==> config.mk <==
export PLATFORM = sky130hd
export DESIGN_NAME = pps_conditioner
export DESIGN_NICKNAME = d
export VERILOG_FILES = /design/src/rtl/pps_conditioner.sv
export SDC_FILE = /design/constraint.sdc
export NUM_CORES = 1
export LEC_CHECK = 0
export CORE_MARGIN = 2
export CORE_UTILIZATION = 50
export DETAILED_ROUTE_END_ITERATION = 12
export PLACE_DENSITY = 0.68
export SLEW_MARGIN = 40
export SYNTH_ARGS = -nofsm -noshare
export SYNTH_HDL_FRONTEND = slang
export SYNTH_SLANG_ARGS = --single-unit
==> constraint.sdc <==
create_clock -name clk -period 4.4 [get_ports clk]
set_input_delay 0.88 -clock clk [delete_from_list [all_inputs] [get_ports clk]]
set_output_delay 0.88 -clock clk [all_outputs]
set_load 0.01 [all_outputs]
==> src/rtl/pps_conditioner.sv <==
// pps_conditioner: front-end for the raw GPS 1PPS input.
// Synchronises and glitch-filters pps_raw, validates the edge-to-edge
// interval, emits a fixed-width pulse on pps_out and flywheels synthetic
// pulses at the last measured period when the GPS pulse drops out after lock.
//
// state    | meaning
// ACQUIRE  | waiting for the first filtered edge after reset
// TRACK    | measuring intervals, accepting in-window edges, counting to lock
// HOLDOVER | real edge overdue; synthetic pulses if enabled and previously locked
//
// The interval counter holds "cycles since last emit minus one", so cnt_inc
// is the interval N a real edge seen this cycle would measure.
module pps_conditioner #(
    parameter int SYNC_STAGES = 2,
    parameter int FILTER_LEN  = 4,
    parameter int PERIOD_BITS = 28,
    parameter int MIN_PERIOD  = 26000000 - 2600,
    parameter int MAX_PERIOD  = 26000000 + 2600,
    parameter int LOCK_COUNT  = 3,
    parameter int PULSE_LEN   = 8
) (
    input  logic                   clk,
    input  logic                   nreset,
    input  logic                   pps_raw,
    input  logic                   holdover_en,
    output logic                   pps_out,
    output logic [PERIOD_BITS-1:0] period,
    output logic                   pps_locked,
    output logic                   pps_missing,
    output logic                   pps_holdover,
    output logic                   pps_reject
);

    localparam int FW = $clog2(FILTER_LEN + 1);
    localparam int GW = $clog2(LOCK_COUNT + 1);
    localparam int PW = $clog2(PULSE_LEN + 1);

    localparam logic [PERIOD_BITS-1:0] MIN_P     = PERIOD_BITS'(MIN_PERIOD);
    localparam logic [PERIOD_BITS-1:0] MAX_P     = PERIOD_BITS'(MAX_PERIOD);
    localparam logic [PERIOD_BITS-1:0] TIMEOUT_P = PERIOD_BITS'(MAX_PERIOD + 1);
    localparam logic [FW-1:0]          FILT_LAST = FW'(FILTER_LEN - 1);
    localparam logic [FW-1:0]          FILT_FULL = FW'(FILTER_LEN);
    localparam logic [GW-1:0]          LOCK_FULL = GW'(LOCK_COUNT);
    localparam logic [PW-1:0]          PULSE_LAST = PW'(PULSE_LEN - 1);

    typedef enum logic [1:0] {
        ACQUIRE,
        TRACK,
        HOLDOVER
    } state_t;

    state_t                   state;
    logic [SYNC_STAGES-1:0]   sync_ff;
    logic                     synced;
    logic [FW-1:0]            low_run;
    logic [FW-1:0]            high_run;
    logic                     armed;
    logic                     edge_evt;
    logic [PERIOD_BITS-1:0]   cnt;
    logic [PERIOD_BITS-1:0]   cnt_inc;
    logic [GW-1:0]            good_cnt;
    logic                     was_locked;
    logic [PW-1:0]            pw_cnt;
    logic                     synth_due;
    logic                     emit;

    assign synced    = sync_ff[SYNC_STAGES-1];
    assign cnt_inc   = (&cnt) ? cnt : cnt + 1'b1;
    assign synth_due = holdover_en && was_locked && (cnt_inc == period);

    // Synchroniser chain; reset to 1 so post-reset history never counts as low
    always_ff @(posedge clk) begin
        if (!nreset)
            sync_ff <= '1;
        else
            sync_ff <= (sync_ff << 1) | SYNC_STAGES'(pps_raw);
    end

    // Glitch filter: a low run of FILTER_LEN arms, the FILTER_LEN-th high fires
    always_ff @(posedge clk) begin
        if (!nreset) begin
            low_run  <= '0;
            high_run <= '0;
            armed    <= 1'b0;
            edge_evt <= 1'b0;
        end else begin
            edge_evt <= 1'b0;
            if (synced) begin
                low_run <= '0;
                if (high_run != FILT_FULL)
                    high_run <= high_run + 1'b1;
                if (armed && high_run == FILT_LAST)
                    edge_evt <= 1'b1;
            end else begin
                high_run <= '0;
                if (low_run != FILT_FULL)
                    low_run <= low_run + 1'b1;
                armed <= (low_run >= FILT_LAST);
            end
        end
    end

    // Emit decision; a real edge and a due synthetic pulse merge into one
    always_comb begin
        emit = 1'b0;
        case (state)
            ACQUIRE:  emit = edge_evt;
            TRACK:    emit = edge_evt && (cnt_inc >= MIN_P);
            HOLDOVER: emit = edge_evt || synth_due;
            default:  emit = 1'b0;
        endcase
    end

    // Sequencer: interval counter, pulse stretcher and lock/holdover status
    always_ff @(posedge clk) begin
        if (!nreset) begin
            state        <= ACQUIRE;
            cnt          <= '0;
            good_cnt     <= '0;
            was_locked   <= 1'b0;
            pw_cnt       <= '0;
            pps_out      <= 1'b0;
            period       <= '0;
            pps_locked   <= 1'b0;
            pps_missing  <= 1'b0;
            pps_holdover <= 1'b0;
            pps_reject   <= 1'b0;
        end else begin
            pps_reject <= 1'b0;
            cnt        <= emit ? '0 : cnt_inc;

            if (emit) begin
                pps_out <= 1'b1;
                pw_cnt  <= PULSE_LAST;
            end else if (pw_cnt != '0) begin
                pw_cnt <= pw_cnt - 1'b1;
            end else begin
                pps_out <= 1'b0;
            end

            case (state)
                ACQUIRE: begin
                    if (edge_evt) begin
                        good_cnt <= '0;
                        state    <= TRACK;
                    end
                end
                TRACK: begin
                    if (edge_evt) begin
                        if (cnt_inc < MIN_P) begin
                            pps_reject <= 1'b1;
                        end else if (cnt_inc <= MAX_P) begin
                            period <= cnt_inc;
                            if (good_cnt != LOCK_FULL)
                                good_cnt <= good_cnt + 1'b1;
                            if (good_cnt >= LOCK_FULL - 1'b1)
                                pps_locked <= 1'b1;
                        end else begin
                            good_cnt   <= '0;
                            pps_locked <= 1'b0;
                        end
                    end else if (cnt_inc == TIMEOUT_P) begin
                        // keep the flywheel phase aligned to the last real edge
                        state        <= HOLDOVER;
                        was_locked   <= pps_locked;
                        pps_locked   <= 1'b0;
                        pps_missing  <= 1'b1;
                        pps_holdover <= holdover_en && pps_locked;
                        cnt          <= TIMEOUT_P - period;
                    end
                end
                HOLDOVER: begin
                    if (edge_evt) begin
                        good_cnt     <= '0;
                        pps_missing  <= 1'b0;
                        pps_holdover <= 1'b0;
                        state        <= TRACK;
                    end else begin
                        pps_holdover <= holdover_en && was_locked;
                        // wrap even while disabled so re-enabling stays on phase
                        if (cnt_inc == period)
                            cnt <= '0;
                    end
                end
                default: state <= ACQUIRE;
            endcase
        end
    end

endmodule

; ---- Word level (Yosys, flattened, before mapping)
; Cells that the tools add are included.
[totals]
reg_bits = 80
latch_bits = 0
ram_bits = 0
mem_bits_ro = 0
output_inout_bits = 33
n_memories = 0
[op_classes]
addsub = 6
mul = 0
div = 0
n_lt_le_gt_ge = 5
eq_ne = 18
n_shift = 0
n_mux = 37
bitwise = 4
n_reduce_logical = 25
[ops]
columns = op, count
row1 = $mux 28, 6
row2 = $pmux 28 s2, 1
row3 = $add 28x1->28 const B, 1
row4 = $eq 28x25->1 const B, 1
row5 = $eq 28x28->1, 1
row6 = $ge 28x25->1 const B, 1
row7 = $le 28x25->1 const B, 1
row8 = $lt 28x25->1 const B, 1
row9 = $reduce_and 28->1, 1
row10 = $sub 25x28->28 const A, 1
row11 = $mux 2, 8
row12 = $ne 2x2->1 const B, 8
row13 = $mux 1, 15
row14 = $reduce_and 3->1, 4
row15 = $reduce_and 4->1, 3
row16 = $ne 3x3->1 const B, 3
row17 = $pmux 2 s2, 2
row18 = $reduce_bool 2->1, 4
row19 = $add 3x1->3 const B, 2
row20 = $mux 3, 2
row21 = $reduce_or 2->1, 3
row22 = $logic_and 1x1->1, 5
row23 = $reduce_and 5->1, 1
row24 = $pmux 1 s2, 2
row25 = 16 further kinds, 18

; ---- Depth between registers and ports, before layout
; Gate-level depths: netlist (run 1).
[logic_depth]
depth_word = 10
mapped_depth = 17
mapped_depth_nobuf = 13

; ---- Least setup slack after synthesis (run 1)
; OpenSTA, ideal clock, no wires.
[synth_path]
path_type = reg2reg
startpoint = register cnt[1]
endpoint = register cnt[12]
setup_ns = 0.137
arrival_time_ns = 3.399
t_required_ns = 4.263
path_slack_ns = 0.864
stages_incl_launch_ff = 16
cell_sequence = dfxtp_1 -> ha_1 -> nand3_1 -> nor4_4 -> buf_4 -> nand2_1 -> buf_2 -> mux2i_1 -> o221a_2 -> o311ai_0 -> nor4_1 -> nand4_1 -> a31o_2 -> buf_2 -> a22oi_1 -> a211oi_2
[synth_via]
elab_chain_len = 10
elab_cells_between_ends = 16
[synth_rtl]
columns = item, line_no
row1 = start: declaration, 59  ; logic [PERIOD_BITS-1:0] cnt;
row2 = start signal: assignment, 130  ; cnt <= emit ? '0 : cnt_inc;
row3 = start signal: assignment, 169  ; cnt <= TIMEOUT_P - period;
row4 = $add 28x1->28 / $reduce_and 28->1 (equally long branches), 68  ; assign cnt_inc = (&cnt) ? cnt : cnt + 1'b1;
row5 = $mux 28 *, 68
row6 = branches (longest 7 deep; another with $ge 28x25->1), --
row7 = $pmux 28 s2 *, 141  ; case (state)
; Every way passes the cells marked *.
; A chain may end at the register's enable or synchronous reset.

; ---- Worst setup path after layout (run 1)
[layout_path]
startpoint = register cnt[5]
endpoint = register cnt[6]
; The elaborated chain is that of the path after synthesis.

==> impl_metrics.tcl, run 1 <==
set metrics [dict create \
    worst-setup-path-type "flip-flop to flip-flop" \
    cts.reportedPaths.clkPinSlew_ps 70 \
    synthSimpleGateAreaFrac_pct 29.2 \
    first_global_vias 6070 \
    leakagePower_nw 2.61 \
    clock-sinks 80 \
    die_x_um 116 \
    worstPathRequired_ps 4650 \
    crit_path_start "cnt[5]" \
    synth.mux.area_fraction_pct 1.20 \
    seq_power_share_pct 44.7 \
    drc 0 \
    core_area_um2 12100 \
    nets 867 \
    yosysSeqAreaShare_pct 25.6 \
    drtPass1Iterations 6 \
    final_max_slew_viol_count 0 \
    worstMarginPinSlew_ps 705 \
    p_clk_share_pct 46.1 \
    fin_setup_tns_ps 0 \
    synthAdderAreaFrac_pct 3.40 \
    crit_path_start_kind "flip-flop" \
    insertion_delay_ps 360 \
    initialDrtViolationCount 836 \
    sw_frac_of_total_pct 25.8 \
    drv_cap 0 \
    io_pins 37 \
    synth_top_area_cell "dfxtp_1" \
    yosysWarnings 0 \
    arrival_ps 4390 \
    powerDensity_nw_per_um2 234 \
    postCtsHoldBufs 0 \
    hold_violations 0 \
    row_count 40 \
    fill_cells 1091 \
    final_cell_mix "80 x dfxtp_1, 72 x nand2_1, 67 x nor2_1" \
    synth-edff-count 0 \
    routed_wl_um 22400 \
    fin_skew_ps 15.7 \
    synth_top_family_by_area "simple AND/OR/NAND/NOR gates" \
    synthTopCellsByArea "dfxtp_1 26%, xnor2_1 5.7%, nand2_1 4.3%" \
    synth_compound_area_share_pct 25.9 \
    synth_top_area_share_pct 25.6 \
    route.vias.total 6653 \
    synth_area_per_cell_um2 7.78 \
    gr-usage-all-layers_pct 34.0 \
    antenna_found_initial 0 \
    cp-end-kind "flip-flop" \
    syn_inst 805 \
    grt_overflow_total 0 \
    layout_min_cycle_time_ps 4140 \
    p_int_mw 1.28 \
    final_common_cell "dfxtp_1" \
    utilization_pct 60.8 \
    start_util_pct 51.7 \
    grt_pass1_wl_um 34800 \
    numCtsBuffers 9 \
    cts-root-buf "clkbuf_16" \
    post_drt_via_cell_ratio 6.53 \
    ys_ff_latch 80 \
    crit_fanout 13 \
    r2r-start "cnt[5]" \
    dieArea_um2 13400 \
    drive_gt1_share_pct 14.3 \
    syn_nets 826 \
    syn_to_final_growth_pct 17.6 \
    comb_power_share_pct 9.2 \
    gp_congestion 1.00 \
    post-route-period-util_pct 94.1 \
    irDropWorstVdd_mv 0.299 \
    grt_max_degree 33 \
    cts_tree "yes" \
    synth.cell_area_um2 6260 \
    p_switching_mw 0.444 \
    rrSetupSlack_ps 260 \
    synthFlopType "dfxtp_1" \
    die_h_um 116 \
    reg2reg_depth 12 \
    status "finished clean" \
    synth_cell_types 83 \
    htree_levels 3 \
    fmax_ghz 0.242 \
    setup_viol 0 \
    timing.rr.end "cnt[6]" \
    wl_per_cell_um 22.0 \
    n_antenna_cell 0 \
    cts_post_setup_buffers_inserted 0 \
    clockBufferDepth 2 \
    hold_class "flip-flop to flip-flop" \
    drt.antenna.violating_nets 0 \
    rsz0062_at_grt "no" \
    synthArstFlopShare_pct 0 \
    portBuffers 36 \
    crit_path_end "cnt[6]" \
    hpwl_um 17300 \
    slew_headroom_pct 51.8 \
    synth_xor_area_share_pct 8.33 \
]
==> worst max-delay path, cell delays in order (launching register included) <==
cell and delay (ps):
dfxtp_1 520, and4_2 460, nand4_1 330, a2111oi_4 370, xnor2_1 140, or2_0 350, or4_1 580, and4bb_1 400
and3_1 220, buf_4 210, and2b_1 140, a21oi_1 40, a211oi_1 280
==> power groups by stage <==
stage | logic [mW] | clock network [mW] | registers, mW
after floorplan | 0.120 | 0 | 0.780
after global placement | 0.150 | 0 | 0.784
after detailed placement | 0.156 | 0 | 0.787
after CTS | 0.156 | 0.797 | 0.771
after global routing | 0.184 | 0.820 | 0.773
final | 0.158 | 0.794 | 0.771
==> worst min path at each step <==
stage / to / startpoint / slack, ps / depth (start not counted)
after floorplan: sync_ff[1] / sync_ff[0] / 390 / 1
after global placement: sync_ff[1] / sync_ff[0] / 390 / 1
after detailed placement: sync_ff[1] / sync_ff[0] / 400 / 1
after CTS: sync_ff[1] / sync_ff[0] / 410 / 1
after global routing: sync_ff[1] / sync_ff[0] / 420 / 1
final: sync_ff[1] / sync_ff[0] / 410 / 1
==> layer usage <==
metal,wire length (µm),GRT usage [%],vias up,part of all wire [%]
li1,-,-,3061,-
met1,9730,48.5,3138,43
met2,9740,49.8,401,43
met3,2170,5.86,53,9.7
met4,759,15.9,0,3.4
met5,0,0,-,0
==> cell families (layout without fill, tap and decap cells) <==
| kind of cell | count (synthesis) | in the layout |
|---|---|---|
| fa+ha+maj | 17 | 17 |
| compound gates | 220 | 220 |
| xor+xnor | 58 | 58 |
| flops | 80 | 80 |
| mux | 7 | 7 |
| buf+inv | 86 | 132 |
| simple gates | 337 | 337 |
==> cell type report <==
type                       count  area [µm²]  area share [%]
multi-input combinational    639        4340            58.9
sequential                    80        1600            21.8
inverter                      23        86.3            1.17
timing repair buffer          93         813            11.0
clock buffer                  10         239            3.25
tap                          168         210            2.86
clock inverter                 6        73.8            1.00
==> synthesized netlist by cell type (all sizes together), types with 11 or more instances <==
master and number:
dfxtp 80, nand2 73, nor2 67, a21oi 42, o21ai 42, xnor2 41
nand3 33, clkbuf 32, buf 31, nor3 28, a211oi 27, nand4 23
inv 22, nand2b 19, ha 17, xor2 16, and3 15, and2 13
nor4 12, a22oi 11, o32ai 11
==> sequential cells by signal, indices dropped and copies added, names as in the netlist, 2 cells and up <==
name,count
cnt,28
good_cnt,2
high_run,3
low_run,3
period,28
pw_cnt,4
state,2
sync_ff,2
==> through the flow <==
step                instance area [µm²]  total power, mW  setup slack [ps]  instances  hold slack, ps
finish                             7360             1.72               261       1019             408
floorplan                          6260            0.900               864        805             386
global placement                   6980            0.935               203       1003             392
detailed placement                 6980            0.942               130       1003             398
global route                       7360             1.78              5.12       1019             418
CTS                                7290             1.72              97.7       1019             413
==> repair_timing <==
| item | 4_1_cts | 5_1_grt |
|---|---|---|
| resized for setup | 0 | 10 |
| endpoints found under the hold margin | 0 | 0 |
| endpoints found under the setup margin | 0 | 40 |
(Power assumes the default switching activity.)
==> inputs of run 2 (changes only) <==
--- a/config.mk
+++ b/config.mk
@@ -9,6 +9,7 @@
 export CORE_UTILIZATION = 50
 export DETAILED_ROUTE_END_ITERATION = 12
 export PLACE_DENSITY = 0.68
+export SKIP_CTS_REPAIR_TIMING = 1
 export SLEW_MARGIN = 40
 export SYNTH_ARGS = -nofsm -noshare
 export SYNTH_HDL_FRONTEND = slang
==> results of run 2 <==
No change in the layout: final DEF, timing and power equal those of run 1.
